<file path="config.mk">
export PLATFORM = sky130hd
export DESIGN_NAME = univ_shift_reg
export DESIGN_NICKNAME = d
export VERILOG_FILES = /design/src/rtl/univ_shift_reg.sv
export SDC_FILE = /design/constraint.sdc
export NUM_CORES = 1
export LEC_CHECK = 0
export ABC_AREA = 1
export CAP_MARGIN = 20
export CORE_MARGIN = 2
export CORE_UTILIZATION = 40
export DETAILED_ROUTE_END_ITERATION = 12
export PLACE_DENSITY = 0.73
export SLEW_MARGIN = 20
export SYNTH_ARGS = -nofsm -noshare
export SYNTH_HDL_FRONTEND = slang
export SYNTH_SLANG_ARGS = --single-unit
</file>
<file path="constraint.sdc">
create_clock -name clk -period 1.1 [get_ports clk]
set_input_delay 0.22 -clock clk [delete_from_list [all_inputs] [get_ports clk]]
set_output_delay 0.22 -clock clk [all_outputs]
set_load 0.01 [all_outputs]
</file>
<file path="src/rtl/univ_shift_reg.sv">
// Universal shift register: shift left/right, rotate, parallel load and hold,
// with a serial-out bit and a strobe once WIDTH serial shifts form a word.
module univ_shift_reg #(
    parameter int unsigned     WIDTH     = 6,
    parameter logic [WIDTH-1:0] RESET_VAL = '0
) (
    input  logic                                      clk,
    input  logic                                      rst,
    input  logic                                      en,
    input  logic [2:0]                                mode,
    input  logic                                      din,
    input  logic [WIDTH-1:0]                          pdata,
    output logic [WIDTH-1:0]                          q,
    output logic                                      sout,
    output logic [((WIDTH > 1) ? $clog2(WIDTH) : 1)-1:0] bit_cnt,
    output logic                                      word_valid
);

    localparam int unsigned CNT_W = (WIDTH > 1) ? $clog2(WIDTH) : 1;

    localparam logic [2:0] MODE_HOLD = 3'b000;
    localparam logic [2:0] MODE_SHL  = 3'b001;
    localparam logic [2:0] MODE_SHR  = 3'b010;
    localparam logic [2:0] MODE_LOAD = 3'b011;
    localparam logic [2:0] MODE_ROL  = 3'b100;
    localparam logic [2:0] MODE_ROR  = 3'b101;

    localparam logic [CNT_W-1:0] CNT_LAST = CNT_W'(WIDTH - 1);

    logic [WIDTH-1:0] r_q;
    logic             r_sout;
    logic [CNT_W-1:0] r_bit_cnt;
    logic             r_word_valid;

    logic w_serial_shift;
    logic w_word_done;

    // Shifts in either direction advance the same word counter.
    assign w_serial_shift = en && ((mode == MODE_SHL) || (mode == MODE_SHR));
    assign w_word_done    = w_serial_shift && (r_bit_cnt == CNT_LAST);

    always_ff @(posedge clk) begin
        if (rst) begin
            r_q          <= RESET_VAL;
            r_sout       <= 1'b0;
            r_bit_cnt    <= '0;
            r_word_valid <= 1'b0;
        end else begin
            r_word_valid <= w_word_done;
            if (w_serial_shift) begin
                r_bit_cnt <= w_word_done ? '0 : r_bit_cnt + CNT_W'(1);
            end
            if (en) begin
                case (mode)
                    MODE_SHL: begin
                        r_q    <= {r_q[WIDTH-2:0], din};
                        r_sout <= r_q[WIDTH-1];
                    end
                    MODE_SHR: begin
                        r_q    <= {din, r_q[WIDTH-1:1]};
                        r_sout <= r_q[0];
                    end
                    MODE_LOAD: begin
                        r_q       <= pdata;
                        r_bit_cnt <= '0;
                    end
                    MODE_ROL: begin
                        r_q    <= {r_q[WIDTH-2:0], r_q[WIDTH-1]};
                        r_sout <= r_q[WIDTH-1];
                    end
                    MODE_ROR: begin
                        r_q    <= {r_q[0], r_q[WIDTH-1:1]};
                        r_sout <= r_q[0];
                    end
                    MODE_HOLD: begin
                    end
                    default: begin
                    end
                endcase
            end
        end
    end

    assign q          = r_q;
    assign sout       = r_sout;
    assign bit_cnt    = r_bit_cnt;
    assign word_valid = r_word_valid;

endmodule

</file>
# Yosys cells after proc, flatten, opt, wreduce, memory -nomap -nowiden
# Index checks and enable logic that the tools add are counted.
dict set report totals {
  out_inout_bits 11
  regBits 11
  elab_cells 26
}
dict set report classes {
  mux 6
  addsub 1
  eq_ne 6
  reduce_logical 9
}
# op n
set op_table {}
lappend op_table {{$pmux 6 s5} 1}
lappend op_table {{$mux 3} 4}
lappend op_table {{$eq 3x3->1 const B} 3}
lappend op_table {{$eq 3x2->1 const B} 2}
lappend op_table {{$reduce_bool 5->1} 1}
lappend op_table {{$reduce_and 2->1} 2}
lappend op_table {{$reduce_or 2->1} 2}
lappend op_table {{$add 3x1->3 const B} 1}
lappend op_table {{$eq 3x1->1 const B} 1}
lappend op_table {{$logic_and 1x1->1} 2}
lappend op_table {{$pmux 1 s2} 1}
lappend op_table {{$reduce_bool 2->1} 1}
lappend op_table {{$logic_or 1x1->1} 1}

# Logic depth before layout (Yosys ltp)
dict set report depth {
  word_depth 8
  ltp_mapped 8
  mapped_depth_nobuf 7
}

# Worst setup path after synthesis
# No wires, ideal clock.
dict set report synth_timing {
  path_kind {register to register}
  from {reg r_bit_cnt[0], in the netlist bit_cnt[0]}
  to {reg r_bit_cnt[2], in the netlist bit_cnt[2]}
  stages_incl_launch_ff 7
  required_time_ns 0.985
  arrival_time_ns 0.955
  slack_ns 0.030
  path_buffers 0
  setup_time_ns 0.115
  cell_sequence {dfxtp_1 ha_1 nand2_1 inv_1 nand3_1 a21oi_1 nor2_1}
}
dict set report synth_via {
  elab_chain_len 6
}
# element line_no
set synth_lines {}
lappend synth_lines {{start: declaration} 32} ;# logic [CNT_W-1:0] r_bit_cnt;
lappend synth_lines {{start signal: assignment} 51} ;# r_bit_cnt <= w_word_done ? '0 : r_bit_cnt + CNT_W'(1);
lappend synth_lines {{branches (longest 2 deep; another with $add 3x1->3)} n/a}
lappend synth_lines {{$mux 3 *} 51}
lappend synth_lines {{$mux 3 *} 50} ;# if (w_serial_shift) begin
lappend synth_lines {{$mux 3} 54} ;# case (mode)
lappend synth_lines {{$mux 3 *} 53} ;# if (en) begin
# Mark *: on every way between the ends.
# A chain may end at the register's enable or synchronous reset.

# Worst setup path in the final report
dict set report layout_timing {
  from {reg r_q[4], in the netlist q[4]}
  to {out q[4]}
}
# element line_no
set layout_rtl {}
lappend layout_rtl {{start: declaration} 30} ;# logic [WIDTH-1:0] r_q;
lappend layout_rtl {{start signal: assignment} 56} ;# r_q <= {r_q[WIDTH-2:0], din};
lappend layout_rtl {{start signal: assignment} 60} ;# r_q <= {din, r_q[WIDTH-1:1]};
lappend layout_rtl {{start signal: assignment} 64} ;# r_q <= pdata;
lappend layout_rtl {{end: declaration} 13} ;# output logic [WIDTH-1:0] q,
# No word-level cell between the ends.

==> metrics.md <==
| Metric | Value |
|---|---|
| Outcome | completed |
| Hold_buf cts | 0 |
| CTS H-tree lvls | 1 |
| EDFF count, synth | 0 |
| Crit-path cells | clkdlybuf4s15_1 |
| CTS Sinks | 11 |
| Starting DRC count in detailed routing | 23 |
| CP Class | reg -> out |
| RSZ-0062 raised after global routing | yes |
| Syn Inst Count | approximately 120 |
| Drt wl/cell | 10.5 um |
| Tmin final | ~1.1 ns |
| Slew HR | between 80 and 90% |
| Nets | approximately 180 |
| Skew final | a little under 0.005 ns |
| Die Y | roughly 47 um |
| Arr. time, crit path | roughly 0.85 ns |
| Routability cong. | about 0.84 |
| Leakage | between 0.5 and 0.6 nW |
| Dpl hpwl | ~1.5 mm |
| Synth Warn # | 0 |
| Fin cells | around 190 |
| Class of the worst hold path | in -> reg |
| Clk_lat worst skew | 0.27 ns |
| Seq cells post-synth | 11 |
| Total track usage | a little under a fifth |
| Setup Buffers After CTS | 0 |
| DIE AREA | 2250 sq um |
| Pwr dens | 908 nW/um^2 |
| Vias in the first global route | ~750 |
| Area of the mapped netlist | roughly 750 sq um |
| Synth area leader | dfxtp_1 |
| CP Buf/Inv Count | 1 |
| Worst hold slack | around 0.43 ns |
| 1st-pass router iterations | 5 |
| WL final | roughly 2.0 mm |
| Syn_area_per_cell | about 6.3 sq um |
| Multi-input logic area | 429 sq um |
| CP top delay family | flip-flops |
| Fraction of registers with async set/reset | 0% |
| Post-layout total power | about 1 mW |
| Post-DR vias/cell | approximately 4.8 |
| Final Util | a little under two thirds |
| Netlist cell types | 18 |
| Initial Util | a little over two fifths |
| Layout cells sized above 1 | 25.9% |
| CTS tree | done |
| Pins Over Slew Limit | 0 |
| Dpl ws | -0.549 ns |
| Critical Path Start Type | flip-flop |
| Final setup vio count | 0 |
| Max_cap viols | 0 |
| Synth top cells by count | nand2_1, nor2_1, inv_1 |
| Row count | 15 |
| Filler cells | between 150 and 200 |
| Placed Cells | between 150 and 200 |
| Worst path slowest cell | dfxtp_1 |
| Final ANT Viol Nets | 0 |
| GRT Residual Overflow | 0 |
| Synth top area share | between 20% and 30% |
| First-pass GRT wire length | around 3.1 mm |
| Top-count cell post-synth | nand2_1 |
| Clock root buffer | clkbuf_4 |
| Top_reg_cell synth | dfxtp_1 |
| P&R area growth vs syn | 47.1% |
| Critical Path Sink Type | output port |
| Crit-path max FO | 2 |
| CTS clock-pin slew for the worst setup and hold paths | approximately 0.080 ns |
| Largest net degree at the start of global routing | 13 |
| Register area | around 220 sq um |
| Sequential area share after synthesis | 29.2% |
| Die width | about 47 um |
| Final hold violations | 0 |
| VDD IR max | about 0.81 mV |
| Drt drc | 0 |
| Worst Tran Pin Value | 0.251 ns |
| # diodes | 0 |
| Core ar. | 1750 sq um |
| Synthesized Nets | between 100 and 150 |
| Clock Path Buffers | 2 |
| Initial antenna violation count | 0 |
| Critical path's largest stage delay | 0.34 ns |
| Final setup margin | between 0.03 and 0.04 ns |
| Num CTS Buffers | 3 |
| Tcrit/Tclk final | a little over nine tenths |
| Synth area leaders | dfxtp_1, nand2_1, nor2_1, inv_1, nand3_1 |
| Fmax | ~0.94 GHz |
| Port Buf Inserts | 23 |
| WP data required | between 0.8 and 0.9 ns |
| Vias | about 890 |
| Ports | 24 |
==> tightest hold or removal path, stage by stage <==
cell	delay, ns
clkbuf_2	0.16
nand3_1	0.09
nand3_1	0.08
nor2_1	0.05
nor2_1	0.06
==> registers in the layout, summed over array words and instances, names as in the netlist <==
name / cells
bit_cnt: 3
q: 6
sout: 1
word_valid: 1
==> per-stage QoR <==
step / TNS [ns] / cell area [sq um]
floorplan: 0 / 754
global placement: -5.32 / 1120
detailed placement: -5.69 / 1120
CTS: 0 / 1140
global route: -0.0307 / 1110
finish: 0 / 1110
==> where the power goes <==
part / internal, mW / leakage (nW) / total (mW) / switching, mW
Combinational: 0.143 / 0.473 / 0.293 / 0.151
Sequential: 0.419 / 0.0899 / 0.431 / 0.0117
Clock: 0.140 / 0.0150 / 0.283 / 0.143
==> worst paths after layout <==
kind | startpoint | endpoint | slack (ns) | cells after the start
max reg2reg | bit_cnt[0] | bit_cnt[2] | 0.04 | 6
max | q[4] | q[4] | 0.03 | 1
min reg2reg | sout | sout | 0.49 | 2
min | mode[0] | q[5] | 0.43 | 5
==> what timing repair did <==
action | in CTS | in global routing
endpoints found under the setup margin | 22 | 20
pin swaps | 1 | 2
gates cloned | 0 | 1
gates resized for setup | 22 | 17
endpoints found under the hold margin | 0 | 0
==> kinds of logic after synthesis <==
kind of cell / count (synthesis) / share of synthesized area (%)
AND/OR/NAND/NOR: 69 / 42.5
buffers and inverters: 21 / 13.9
AO/OA/AOI/OAI: 16 / 11.1
flip-flops: 11 / 29.2
adder cells (fa/ha/maj): 2 / 3.32
==> cells in the final DEF (no fill, tap or decap), drive strengths merged <==
cell	synthesis	final
dlygate4sd2	0	1
nand4	6	6
clkbuf	0	13
clkdlybuf4s50	0	8
dfxtp	11	11
nand2	33	33
buf	4	20
nand3b	1	1
ha	2	2
nand3	12	12
inv	17	17
a21oi	5	5
o21ai	11	11
dlymetal6s2s	0	1
clkdlybuf4s15	0	4
nor2	17	17
==> cell type report <==
type	instances	area share, %
well taps	25	2.82
clock buffers	4	2.37
flip-flops and latches	11	19.8
inverters	17	5.75
multi-input cells	87	38.7
repair buffers	43	30.6
==> metal layers <==
layer,share of wire [%],GRT usage [%],vias up
met5,0,0,-
met4,0,5.56,0
met2,50,30.8,37
met3,6.3,3.77,0
met1,44,24.9,388
li1,-,-,469
No activity file was read; power rests on OpenSTA's default activity.
